==> config.mk <==
export PLATFORM = sky130hd
export DESIGN_NAME = mem_arbiter
export DESIGN_NICKNAME = d
export VERILOG_FILES = /design/src/rtl/mem_arb_pkg.sv /design/src/rtl/mem_arb_starve_ctr.sv /design/src/rtl/mem_arbiter.sv
export SDC_FILE = /design/constraint.sdc
export NUM_CORES = 1
export LEC_CHECK = 0
export BUFFER_PORTS_ARGS = -buffer_cell sky130_fd_sc_hd__buf_2
export CAP_MARGIN = 20
export CORE_AREA = 2 2 106 108
export CTS_CLUSTER_DIAMETER = 100
export DETAILED_ROUTE_END_ITERATION = 10
export DIE_AREA = 0 0 108 110
export HOLD_SLACK_MARGIN = 0.06
export SKIP_CTS_REPAIR_TIMING = 1
export SLEW_MARGIN = 10
export SYNTH_ARGS = -nofsm -noshare
export SYNTH_HDL_FRONTEND = slang
export SYNTH_SLANG_ARGS = --single-unit
export TNS_END_PERCENT = 50
==> constraint.sdc <==
create_clock -name clk -period 2.5 [get_ports clk]
set_input_delay 0 -clock clk [delete_from_list [all_inputs] [get_ports clk]]
set_output_delay 0 -clock clk [all_outputs]
set_load 0.005 [all_outputs]
==> src/rtl/mem_arb_pkg.sv <==
// Shared encodings for the two-port memory arbiter: FSM states, access owner
// and the default starvation limit.
package mem_arb_pkg;

  typedef enum logic [1:0] {
    IDLE   = 2'd0,
    BUSY_I = 2'd1,
    BUSY_D = 2'd2
  } arb_state_t;

  typedef enum logic {
    OWN_I = 1'b0,
    OWN_D = 1'b1
  } owner_t;

  localparam int STARVE_LIMIT_DEFAULT = 4;

endpackage

==> src/rtl/mem_arb_starve_ctr.sv <==
// Counts consecutive data grants taken while a fetch was waiting; flags when
// the fetch port is owed the next grant.
module mem_arb_starve_ctr #(
  parameter int STARVE_LIMIT = 4
) (
  input  logic clk,
  input  logic rst,
  input  logic data_gnt,
  input  logic fetch_gnt,
  input  logic if_req,
  output logic starved
);

  localparam int CNT_W = $clog2(STARVE_LIMIT + 1);

  logic [CNT_W-1:0] starve_cnt_reg;
  logic [CNT_W-1:0] starve_cnt_next;

  always_comb begin
    starve_cnt_next = starve_cnt_reg;
    if (fetch_gnt) begin
      starve_cnt_next = '0;
    end else if (data_gnt) begin
      if (!if_req) begin
        starve_cnt_next = '0;
      end else if (starve_cnt_reg != CNT_W'(STARVE_LIMIT)) begin
        starve_cnt_next = starve_cnt_reg + CNT_W'(1);
      end
    end
  end

  always_ff @(posedge clk) begin
    if (rst) begin
      starve_cnt_reg <= '0;
    end else begin
      starve_cnt_reg <= starve_cnt_next;
    end
  end

  assign starved = (starve_cnt_reg == CNT_W'(STARVE_LIMIT));

endmodule

==> src/rtl/mem_arbiter.sv <==
// Fetch/data arbiter onto a single-outstanding memory port, data preferred.
// Define MEM_ARB_STARVE_GUARD_EN to let a starved fetch win after STARVE_LIMIT data grants.
module mem_arbiter
  import mem_arb_pkg::*;
#(
  parameter int ADDR_W       = 32,
  parameter int DATA_W       = 32,
  parameter int STARVE_LIMIT = STARVE_LIMIT_DEFAULT
) (
  input  logic              clk,
  input  logic              rst,
  input  logic              if_req,
  input  logic [ADDR_W-1:0] if_addr,
  output logic              if_gnt,
  output logic              if_rvalid,
  output logic [DATA_W-1:0] if_rdata,
  input  logic              d_req,
  input  logic [3:0]        d_we,
  input  logic [ADDR_W-1:0] d_addr,
  input  logic [DATA_W-1:0] d_wdata,
  output logic              d_gnt,
  output logic              d_rvalid,
  output logic [DATA_W-1:0] d_rdata,
  output logic              mem_req,
  output logic [3:0]        mem_we,
  output logic [ADDR_W-1:0] mem_addr,
  output logic [DATA_W-1:0] mem_wdata,
  input  logic              mem_ack,
  input  logic [DATA_W-1:0] mem_rdata,
  output logic              busy
);

  if (STARVE_LIMIT < 1) begin : g_limit_check
    $error("mem_arbiter: STARVE_LIMIT must be at least 1");
  end

  arb_state_t        state_reg, state_next;
  logic [ADDR_W-1:0] mem_addr_reg;
  logic [3:0]        mem_we_reg;
  logic [DATA_W-1:0] mem_wdata_reg;
  logic              starved;

`ifdef MEM_ARB_STARVE_GUARD_EN
  mem_arb_starve_ctr #(
    .STARVE_LIMIT(STARVE_LIMIT)
  ) u_starve_ctr (
    .clk      (clk),
    .rst      (rst),
    .data_gnt (d_gnt),
    .fetch_gnt(if_gnt),
    .if_req   (if_req),
    .starved  (starved)
  );
`else
  assign starved = 1'b0;
`endif

  // Grants and completion pulses are combinational; rst masks both so a
  // reset cycle never hands out or retires an access.
  always_comb begin
    state_next = state_reg;
    if_gnt     = 1'b0;
    d_gnt      = 1'b0;
    if_rvalid  = 1'b0;
    d_rvalid   = 1'b0;
    case (state_reg)
      IDLE: begin
        if (!rst) begin
          if (d_req && !(if_req && starved)) begin
            d_gnt      = 1'b1;
            state_next = BUSY_D;
          end else if (if_req) begin
            if_gnt     = 1'b1;
            state_next = BUSY_I;
          end
        end
      end
      BUSY_I: begin
        if (mem_ack && !rst) begin
          if_rvalid  = 1'b1;
          state_next = IDLE;
        end
      end
      BUSY_D: begin
        if (mem_ack && !rst) begin
          d_rvalid   = 1'b1;
          state_next = IDLE;
        end
      end
      default: state_next = IDLE;
    endcase
  end

  // Requester inputs are captured only in the grant cycle.
  always_ff @(posedge clk) begin
    if (rst) begin
      state_reg     <= IDLE;
      mem_addr_reg  <= '0;
      mem_we_reg    <= '0;
      mem_wdata_reg <= '0;
    end else begin
      state_reg <= state_next;
      if (d_gnt) begin
        mem_addr_reg  <= d_addr;
        mem_we_reg    <= d_we;
        mem_wdata_reg <= d_wdata;
      end else if (if_gnt) begin
        mem_addr_reg  <= if_addr;
        mem_we_reg    <= '0;
        mem_wdata_reg <= '0;
      end
    end
  end

  assign busy      = (state_reg != IDLE);
  assign mem_req   = busy;
  assign mem_addr  = mem_addr_reg;
  assign mem_we    = mem_we_reg;
  assign mem_wdata = mem_wdata_reg;
  assign if_rdata  = if_rvalid ? mem_rdata : '0;
  assign d_rdata   = d_rvalid ? mem_rdata : '0;

endmodule

# After elaboration in Yosys (flattened, before gate mapping)

Cells that the tools add are included.

Flip-flop bits (word level): 70
Bits in latches: 0
RAM bits: 0
Memory bits (read-only): 0
Memories kept: 0

$add $sub $neg: 0
$mul: 0
Divide/modulo/power cells: 0
Magnitude comparators: 0
Equality and inequality tests: 4
Shifts and indexed selects: 0
Multiplexer cells: 22
Bitwise gates (word level): 0
Reductions and logical operators: 7

Operators by type and width:

| cell                                                            | count |
|---|---|
| 32-bit two-way mux                                              | 6 |
| 1-bit two-way mux                                               | 10 |
| 4-bit two-way mux                                               | 2 |
| 2-bit two-way mux                                               | 3 |
| 2-bit one-hot mux with 2 select lines                           | 1 |
| 2-bit nonzero test                                              | 2 |
| 3-bit != test, second input constant                            | 1 |
| 2-bit by 1-bit == test with 1-bit output, second input constant | 1 |
| 2-bit == test, second input constant                            | 1 |
| 2-bit zero test                                                 | 1 |
| 2-bit by 1-bit != test with 1-bit output, second input constant | 1 |
| 2-bit AND reduction                                             | 1 |
| 2-bit OR reduction                                              | 1 |
| 1-bit logical AND                                               | 1 |
| 1-bit zero test                                                 | 1 |

# Longest topological paths before layout

Gate-level depths: netlist of run 1.

Depth in word-level cells: 6
Depth in mapped cells: 7
Gate-level depth less buffers: 5

# Worst setup path before layout of run 1

No wires, ideal clock.

Path kind: reg-to-reg
Start: register state_reg[0]
End: register mem_addr_reg[10] (netlist: mem_addr[10])
Library setup time: 114 ps
Data arrival time: 1429 ps
Path slack: 957 ps
Cell stages (with the launch flop): 8
Cell sequence: dfxtp_1 -> inv_1 -> ha_1 -> and3b_1 -> buf_2 -> buf_2 -> a22o_1 -> a21o_1

Word-level cells in the longest chain between the ends: 3

RTL lines:

| element                                                  | RTL line           | RTL |
|---|---|---|
| from (decl)                                              | mem_arbiter.sv:37  | `arb_state_t state_reg, state_next;` |
| from (signal assigned)                                   | mem_arbiter.sv:102 | `state_reg <= state_next;` |
| 2-bit zero test *                                        | mem_arbiter.sv:66  | `case (state_reg)` |
| 1-bit two-way mux                                        | mem_arbiter.sv:66  |  |
| 32-bit two-way mux or 2-bit nonzero test (tied branches) | n/a                |  |
| to (signal assigned)                                     | mem_arbiter.sv:104 | `mem_addr_reg <= d_addr;` |
| to (signal assigned)                                     | mem_arbiter.sv:108 | `mem_addr_reg <= if_addr;` |
| to (decl)                                                | mem_arbiter.sv:38  | `logic [ADDR_W-1:0] mem_addr_reg;` |

Mark *: on every way between the ends. The rest lies on a longest branch, timed or not.
A chain may end at the register's enable or synchronous reset.

# Worst setup path after layout of run 1

Start: register state_reg[0]
End: register mem_addr_reg[9] (netlist: mem_addr[9])

Same word-level chain as after synthesis.

==> impl_metrics.env, run 1 <==
export IMPL_outcome="complete, no violations"
export IMPL_clock_skew_ns=0.00253
export IMPL_syn_nets=429
export IMPL_whs_ns=0.111
export IMPL_insertion_delay_ns=0.33
export IMPL_dpl_hpwl_um=7510
export IMPL_crit_type="flip-flop to flip-flop"
export IMPL_synth_top_area_cell="dfxtp_1"
export IMPL_synth_area_sq_mm=0.00296
export IMPL_cts_buffers_inserted=9
export IMPL_antenna_left=0
export IMPL_start_kind="flip-flop"
export IMPL_setup_viol=0
export IMPL_stdcell_count=792
export IMPL_place_congestion=0.797
export IMPL_critPathBufInv=3
export IMPL_post_route_min_period_ns=2.36
export IMPL_nets=789
export IMPL_synth_distinct_cells=19
export IMPL_critPathTopFamily="buffers and inverters"
export IMPL_die_y_um=110
export IMPL_use_met2_pct=25.7
export IMPL_grt_max_degree=67
export IMPL_mostFrequentLayoutCell="buf_2"
export IMPL_holdPathEnd="state_reg[0]"
export IMPL_reg2reg_slack_ns=0.14
export IMPL_final_layout_size_suffix_gt1_share_pct=45.7
export IMPL_first_pass_iters=4
export IMPL_synthCells=288
export IMPL_clk_pin_slew_ns=0.07
export IMPL_cp_num_cells=7
export IMPL_drt_iter0_markers=204
export IMPL_cpMaxStageDelayCell="dlygate4sd3_1"
export IMPL_ios=275
export IMPL_cp_max_fo=44
export IMPL_maxSlewHeadroom_pct=41.7
export IMPL_worst_setup_path_end_kind="flip-flop"
export IMPL_wl_per_cell_um=15.0
export IMPL_hold_class="input port to flip-flop"
export IMPL_antenna_found_initial=0
export IMPL_cts_tree="done"
export IMPL_crit_arrival_ns=2.59
export IMPL_clock_sinks=70
export IMPL_htreeDepth=3
export IMPL_io_buffers=274
export IMPL_use_met3_pct=4.35
export IMPL_synth_seq_cells=70
export IMPL_cap_violations=0
export IMPL_route_vias_total=3698
export IMPL_power_leakage_nw=3.48
export IMPL_grtUsageMet1_pct=17.9
export IMPL_wl_um=11900
export IMPL_syn_to_final_growth_pct=90.4
export IMPL_grt_pass1_vias=2797
export IMPL_start_util_pct=27.7
export IMPL_p_per_area_mw_per_mm2=550
export IMPL_rows=38
export IMPL_seqCellArea_sq_mm=0.00140
export IMPL_regToRegStartpoint="state_reg[0]"
export IMPL_grt_pass1_wl_um=13900
export IMPL_power_mw=3.10
export IMPL_track_usage_pct=14.9
export IMPL_min_path_cells=3
export IMPL_placedCellCount=675
export IMPL_die_w_um=108
export IMPL_avgSynthCellArea_sq_um=10.3
export IMPL_hold_viol_final=0
export IMPL_grt_busiest_layer="met2"
export IMPL_timing_rr_end="mem_addr[9]"
export IMPL_drv_slew=0
export IMPL_seq_area_frac_synth_pct=47.3
export IMPL_clockBufferDepth=2
export IMPL_synth_area_top_cells="dfxtp_1 47%, a22o_1 20%, and3_1 14%"
export IMPL_root_buffer="clkbuf_8"
export IMPL_worstMarginPinSlew_ns=0.874
export IMPL_final_setup_tns_ns=0
export IMPL_timing_fmax_mhz=423
export IMPL_die_area_sq_mm=0.0119
export IMPL_cp_required_ns=2.72
export IMPL_core_area_sq_mm=0.0107
export IMPL_synth_top_area_share_pct=47.3
export IMPL_yosys_warnings=0
export IMPL_drc_errors=0
export IMPL_multi_input_area_sq_mm=0.00142
export IMPL_max_stage_delay_ns=0.58
export IMPL_n_fill_cell=962
export IMPL_avgViaCountPerCell=4.67
export IMPL_ir_drop_mv=0.328
export IMPL_rsz0062_at_grt="false"
export IMPL_grt_overflow=0
export IMPL_r2r_cells=7
export IMPL_fin_crit_sh_pct=94.5
export IMPL_path_cells="inv_1, ha_1, and3b_2, buf_4, a22o_1, dlygate4sd3_1, a21o_1"
export IMPL_layout_common_cells="274 x buf_2, 102 x dlygate4sd3_1, 70 x dfxtp_1"
export IMPL_hold_path_startpoint="rst"
export IMPL_antenna_cells=0
## through the flow
step	utilization [%]	worst slack, ns	area, sq um
after floorplan	-	0.957	2960
after global placement	41.4	0.764	4430
after detailed placement	41.4	0.694	4430
after CTS	43.2	0.606	4620
after global routing	52.7	0.0629	5640
final	52.7	0.137	5640
## synth_stat cells
| library cell | n |
|---|---|
| buf_2 | 13 |
| dfxtp_1 | 70 |
| nand2b_1 | 2 |
| o31ai_1 | 1 |
| o32a_1 | 1 |
| mux2i_1 | 1 |
| and3_1 | 64 |
| ha_1 | 4 |
| o21ai_0 | 1 |
| nor2b_1 | 2 |
| inv_1 | 4 |
| a221oi_2 | 1 |
| nor4bb_1 | 1 |
| a21o_1 | 32 |
| and2_1 | 2 |
| buf_4 | 4 |
| clkbuf_1 | 16 |
| and3b_1 | 1 |
| a22o_1 | 68 |
## how the worst max path moves through the flow
stage / slack (ns) / startpoint / end
2_1_floorplan: 0.96 / state_reg[0] / mem_addr[10]
3_5_place_dp: 0.69 / state_reg[0] / mem_we[3]
5_1_grt: 0.06 / state_reg[0] / mem_addr[4]
3_3_place_gp: 0.76 / state_reg[0] / mem_we[3]
4_1_cts: 0.61 / state_reg[1] / if_rdata[0]
6_report: 0.14 / state_reg[0] / mem_addr[9]
## final cells by class
class / count / area share (%)
Inverter: 4 / 0.266
Multi-Input combinational cell: 181 / 25.2
Tap cell: 140 / 3.11
Timing Repair Buffer: 382 / 43.2
Clock inverter: 4 / 0.843
Clock buffer: 11 / 2.51
Sequential cell: 70 / 24.9
## metal layers
metal,wire [um],share of wire [%]
met4,148,1.2
met5,0,0
met1,4650,39
met3,834,7.0
met2,6250,53
## worst min-delay path: cells and delay by family
kind                   cells  cell delay (ns)
and+or+nand+nor            1             0.13
muxes                      1             0.06
buffers and inverters      1             0.19
## kinds of logic (layout without fill, tap and decap cells)
group	Yosys count	in the layout	synth area share [%]
flops	70	70	47.3
buf+inv	37	401	5.75
mux	1	1	0.338
fa+ha+maj	4	4	1.69
simple gates	72	72	15.4
compound gates	104	104	29.5
## where the power goes
group          internal, mW  total, mW  leakage, nW  switching (mW)
logic                 0.500      0.892         2.81           0.393
registers              1.26       1.33        0.576          0.0733
clock network         0.480      0.877       0.0952           0.398
total                  2.24       3.10         3.48           0.864
Power figures use the tool's default switching activity.
==> inputs of run 2 (changes only) <==
--- a/config.mk
+++ b/config.mk
@@ -11,6 +11,7 @@
 export CTS_CLUSTER_DIAMETER = 100
 export DETAILED_ROUTE_END_ITERATION = 10
 export DIE_AREA = 0 0 108 110
+export GPL_TIMING_DRIVEN = 0
 export HOLD_SLACK_MARGIN = 0.06
 export SKIP_CTS_REPAIR_TIMING = 1
 export SLEW_MARGIN = 10
==> impl_metrics.env, run 2 (synthesized netlist as in run 1, its figures left out) <==
export IMPL_outcome="complete, no violations"
export IMPL_critPathBufInv=4
export IMPL_ios=275
export IMPL_grt_pass1_wl_um=15800
export IMPL_cap_violations=0
export IMPL_cp_required_ns=2.74
export IMPL_mostFrequentLayoutCell="buf_2"
export IMPL_drc_errors=0
export IMPL_power_mw=3.09
export IMPL_final_layout_size_suffix_gt1_share_pct=45.2
export IMPL_rsz0062_at_grt="false"
export IMPL_antenna_left=0
export IMPL_clock_skew_ns=0.0174
export IMPL_critPathTopFamily="buffers and inverters"
export IMPL_p_clk_share_pct=27.0
export IMPL_place_congestion=0.978
export IMPL_setup_viol=0
export IMPL_core_area_sq_mm=0.0107
export IMPL_hold_viol_final=0
export IMPL_wl_um=13000
export IMPL_crit_type="flip-flop to flip-flop"
export IMPL_nets=818
export IMPL_track_usage_pct=17.3
export IMPL_switching_power_mw=0.925
export IMPL_insertion_delay_ns=0.35
export IMPL_syn_to_final_growth_pct=93.5
export IMPL_route_vias_total=3884
export IMPL_switching_share_pct=29.9
export IMPL_rows=38
export IMPL_cpMostUsedCell="buf_2"
export IMPL_drt_iter0_markers=211
export IMPL_antenna_found_initial=0
export IMPL_worstMarginPinSlew_ns=0.487
export IMPL_max_stage_delay_ns=0.57
export IMPL_post_route_min_period_ns=2.31
export IMPL_cp_num_cells=8
export IMPL_post_route_util_pct=53.6
export IMPL_crit_arrival_ns=2.54
export IMPL_clk_pin_slew_ns=0.07
export IMPL_root_buffer="clkbuf_8"
export IMPL_pwr_share_seq_pct=42.8
export IMPL_io_buffers=274
export IMPL_layout_common_cells="287 x buf_2, 104 x dlygate4sd3_1, 70 x dfxtp_1"
export IMPL_grt_pass1_vias=3137
export IMPL_avgViaCountPerCell=4.73
export IMPL_n_fill_cell=1014
export IMPL_path_cells="inv_1, ha_1, and3b_1, buf_2, buf_2, a22o_1, dlygate4sd3_1, a21o_1"
export IMPL_r2r_cells=8
export IMPL_cp_max_fo=10
export IMPL_clockBufferDepth=2
export IMPL_timing_fmax_mhz=433
export IMPL_dpl_hpwl_um=9040
export IMPL_wl_per_cell_um=15.8
export IMPL_cpMaxStageDelayCell="dlygate4sd3_1"
export IMPL_p_per_area_mw_per_mm2=540
export IMPL_htreeDepth=3
export IMPL_power_leakage_nw=3.55
export IMPL_die_area_sq_mm=0.0119
export IMPL_grt_max_degree=14
export IMPL_min_path_cells=3
export IMPL_start_kind="flip-flop"
export IMPL_first_pass_iters=4
export IMPL_hold_class="input port to flip-flop"
export IMPL_grt_overflow=0
export IMPL_final_setup_tns_ns=0
export IMPL_die_w_um=108
export IMPL_clock_sinks=70
export IMPL_drv_slew=0
export IMPL_worst_setup_path_end_kind="flip-flop"
export IMPL_ir_drop_mv=0.283
export IMPL_start_util_pct=27.7
export IMPL_cts_tree="done"
export IMPL_maxSlewHeadroom_pct=67.5
export IMPL_intPower_mw=2.17
export IMPL_die_y_um=110
export IMPL_cts_buffers_inserted=9
export IMPL_fin_crit_sh_pct=92.4
export IMPL_antenna_cells=0
export IMPL_whs_ns=0.100
export IMPL_power_frac_comb_pct=30.1
[run 2: area by class of cell]
cell class	count	area, sq um	area share [%]
Buffer	33	155	2.71
Clock buffer	10	138	2.40
Tap cell	140	175	3.06
Multi-Input combinational cell	181	1390	24.3
Clock inverter	6	43.8	0.764
Timing Repair Buffer	378	2410	42.1
Inverter	4	15.0	0.262
Sequential cell	70	1400	24.5
[run 2: power by group through the flow]
| stage | Combinational [mW] | Clock, mW | Sequential, mW |
|---|---|---|---|
| 3_3_place_gp | 0.756 | 0 | 1.34 |
| 4_1_cts | 0.767 | 0.867 | 1.33 |
| 3_5_place_dp | 0.763 | 0 | 1.35 |
| 2_1_floorplan | 0.358 | 0 | 1.36 |
| 6_report | 0.932 | 0.836 | 1.33 |
| 5_1_grt | 1.01 | 0.913 | 1.34 |
[run 2: final timing paths]
check / from / to / slack [ns]
max: state_reg[0] / mem_addr[22] / 0.19
min: if_req / state_reg[0] / 0.10
max reg2reg: state_reg[0] / mem_addr[22] / 0.19
min reg2reg: mem_addr[30] / mem_addr[30] / 0.45
[run 2: worst reg2reg max path: stages (launching register included)]
cell	delay [ns]
dfxtp_1	0.36
inv_1	0.08
ha_1	0.24
and3b_1	0.17
buf_2	0.18
buf_2	0.21
a22o_1	0.25
dlygate4sd3_1	0.57
a21o_1	0.16
[run 2: per-stage QoR]
step,worst slack [ns],cell area [sq um],std cells
finish,0.190,5730,822
CTS,0.478,4690,718
floorplan,0.957,2960,288
global placement,0.521,4510,702
detailed placement,0.543,4510,702
global route,0.0509,5730,822
[run 2: routing by layer]
metal  global-route usage (%)  part of all wire [%]  wire length [um]  vias up
met4                     4.95                   1.4               185        0
met2                     30.5                    51              6630      167
met3                     5.70                   7.1               921       16
li1                         -                     -                 -     1865
met5                        0                     0                 0        -
met1                     20.2                    40              5220     1836
==> inputs of run 3 (changes only) <==
--- a/config.mk
+++ b/config.mk
@@ -8,6 +8,7 @@
 export BUFFER_PORTS_ARGS = -buffer_cell sky130_fd_sc_hd__buf_2
 export CAP_MARGIN = 20
 export CORE_AREA = 2 2 106 108
+export CTS_BUF_LIST = sky130_fd_sc_hd__clkbuf_16
 export CTS_CLUSTER_DIAMETER = 100
 export DETAILED_ROUTE_END_ITERATION = 10
 export DIE_AREA = 0 0 108 110
==> impl_metrics.env, run 3 (synthesized netlist as in run 1, its figures left out) <==
export IMPL_htreeDepth=3
export IMPL_insertion_delay_ns=0.33
export IMPL_dpl_hpwl_um=9040
export IMPL_drv_slew=0
export IMPL_cp_startpoint="state_reg[0]"
export IMPL_io_buffers=274
export IMPL_p_per_area_mw_per_mm2=589
export IMPL_cp_num_cells=8
export IMPL_regToRegStartpoint="state_reg[0]"
export IMPL_final_setup_tns_ns=0
export IMPL_pwr_share_seq_pct=38.9
export IMPL_whs_ns=0.0539
export IMPL_p_clk_share_pct=33.9
export IMPL_n_fill_cell=1002
export IMPL_antenna_found_initial=0
export IMPL_grt_pass1_vias=3134
export IMPL_cpMaxStageDelayCell="dlygate4sd3_1"
export IMPL_cts_buffers_inserted=9
export IMPL_mostFrequentLayoutCell="buf_2"
export IMPL_core_area_sq_mm=0.0107
export IMPL_seqCellArea_sq_mm=0.00140
export IMPL_grt_overflow=0
export IMPL_place_congestion=0.978
export IMPL_wl_per_cell_um=15.9
export IMPL_final_layout_size_suffix_gt1_share_pct=45.1
export IMPL_placement_cell_area_sq_mm=0.00451
export IMPL_critPathBufInv=4
export IMPL_layout_common_cells="287 x buf_2, 102 x dlygate4sd3_1, 70 x dfxtp_1"
export IMPL_crit_type="flip-flop to flip-flop"
export IMPL_path_cells="inv_1, ha_1, and3b_1, buf_2, buf_2, a22o_1, dlygate4sd3_1, a21o_1"
export IMPL_cp_required_ns=2.71
export IMPL_ios=275
export IMPL_fin_crit_sh_pct=92.5
export IMPL_setup_viol=0
export IMPL_start_kind="flip-flop"
export IMPL_maxSlewHeadroom_pct=67.4
export IMPL_critPathTopFamily="buffers and inverters"
export IMPL_worst_setup_path_end_kind="flip-flop"
export IMPL_rows=38
export IMPL_die_area_sq_mm=0.0119
export IMPL_placedCellCount=702
export IMPL_hold_viol_final=0
export IMPL_grt_max_degree=14
export IMPL_wl_um=13000
export IMPL_post_route_util_pct=54.2
export IMPL_multi_input_area_sq_mm=0.00139
export IMPL_cts_tree="done"
export IMPL_route_vias_total=3857
export IMPL_track_usage_pct=17.4
export IMPL_timing_fmax_mhz=432
export IMPL_start_util_pct=27.7
export IMPL_setup_ws_ns=0.187
export IMPL_power_mw=3.41
export IMPL_root_buffer="clkbuf_16"
export IMPL_ir_drop_mv=0.378
export IMPL_switching_power_mw=0.967
export IMPL_die_y_um=110
export IMPL_syn_to_final_growth_pct=95.9
export IMPL_stdcell_count=820
export IMPL_antenna_left=0
export IMPL_cpMostUsedCell="buf_2"
export IMPL_worstMarginPinSlew_ns=0.489
export IMPL_grt_pass1_wl_um=15900
export IMPL_reg2reg_slack_ns=0.19
export IMPL_outcome="complete, no violations"
export IMPL_cap_violations=0
export IMPL_clk_pin_slew_ns=0.05
export IMPL_first_pass_iters=4
export IMPL_clock_sinks=70
export IMPL_hold_class="input port to flip-flop"
export IMPL_nets=816
export IMPL_final_area_sq_mm=0.00580
export IMPL_switching_share_pct=28.3
export IMPL_dp_slack_ns=0.543
export IMPL_clock_skew_ns=0.00988
export IMPL_max_stage_delay_ns=0.57
export IMPL_drt_iter0_markers=195
export IMPL_power_frac_comb_pct=27.2
export IMPL_cp_max_fo=10
export IMPL_timing_rr_end="mem_addr[22]"
export IMPL_post_route_min_period_ns=2.31
export IMPL_die_w_um=108
export IMPL_clockBufferDepth=2
export IMPL_crit_arrival_ns=2.53
export IMPL_drc_errors=0
export IMPL_endpoint="mem_addr[22]"
export IMPL_intPower_mw=2.45
export IMPL_power_leakage_nw=3.58
export IMPL_antenna_cells=0
export IMPL_rsz0062_at_grt="false"
export IMPL_r2r_cells=8
export IMPL_avgViaCountPerCell=4.70
## run 3: layer usage
metal	global-route usage, %	share of wire (%)	up-vias
met5	0	0	-
li1	-	-	1863
met3	5.00	6.7	21
met4	5.77	1.7	0
met2	30.7	51	155
met1	20.2	40	1818
## run 3: layout make-up
cell class | instances | share of cell area [%]
plain buffers | 33 | 2.67
well taps | 140 | 3.02
clock inverters | 7 | 0.819
flip-flops and latches | 70 | 24.2
repair buffers | 376 | 41.2
inverters | 4 | 0.259
clock buffers | 9 | 3.88
multi-input cells | 181 | 24.0
## run 3: power by group through the flow
stage | clock network (mW) | logic [mW] | registers (mW)
final | 1.16 | 0.930 | 1.33
after global routing | 1.23 | 1.01 | 1.34
after CTS | 1.19 | 0.767 | 1.33
after detailed placement | 0 | 0.763 | 1.35
after global placement | 0 | 0.756 | 1.34
after floorplan | 0 | 0.358 | 1.36
## run 3: how the worst min path moves through the flow
stage / to / start / depth (start not counted)
after floorplan: state_reg[1] / rst / 1
after global placement: mem_wdata[17] / d_wdata[17] / 2
after detailed placement: mem_wdata[31] / d_wdata[31] / 2
after CTS: mem_wdata[31] / d_wdata[31] / 2
after global routing: state_reg[0] / rst / 3
final: state_reg[0] / d_req / 4
## run 3: worst min-delay path, delay by kind of cell
family	cells	cell delay (ns)
and+or+nand+nor	2	0.14
buffers and inverters	1	0.13
muxes	1	0.06
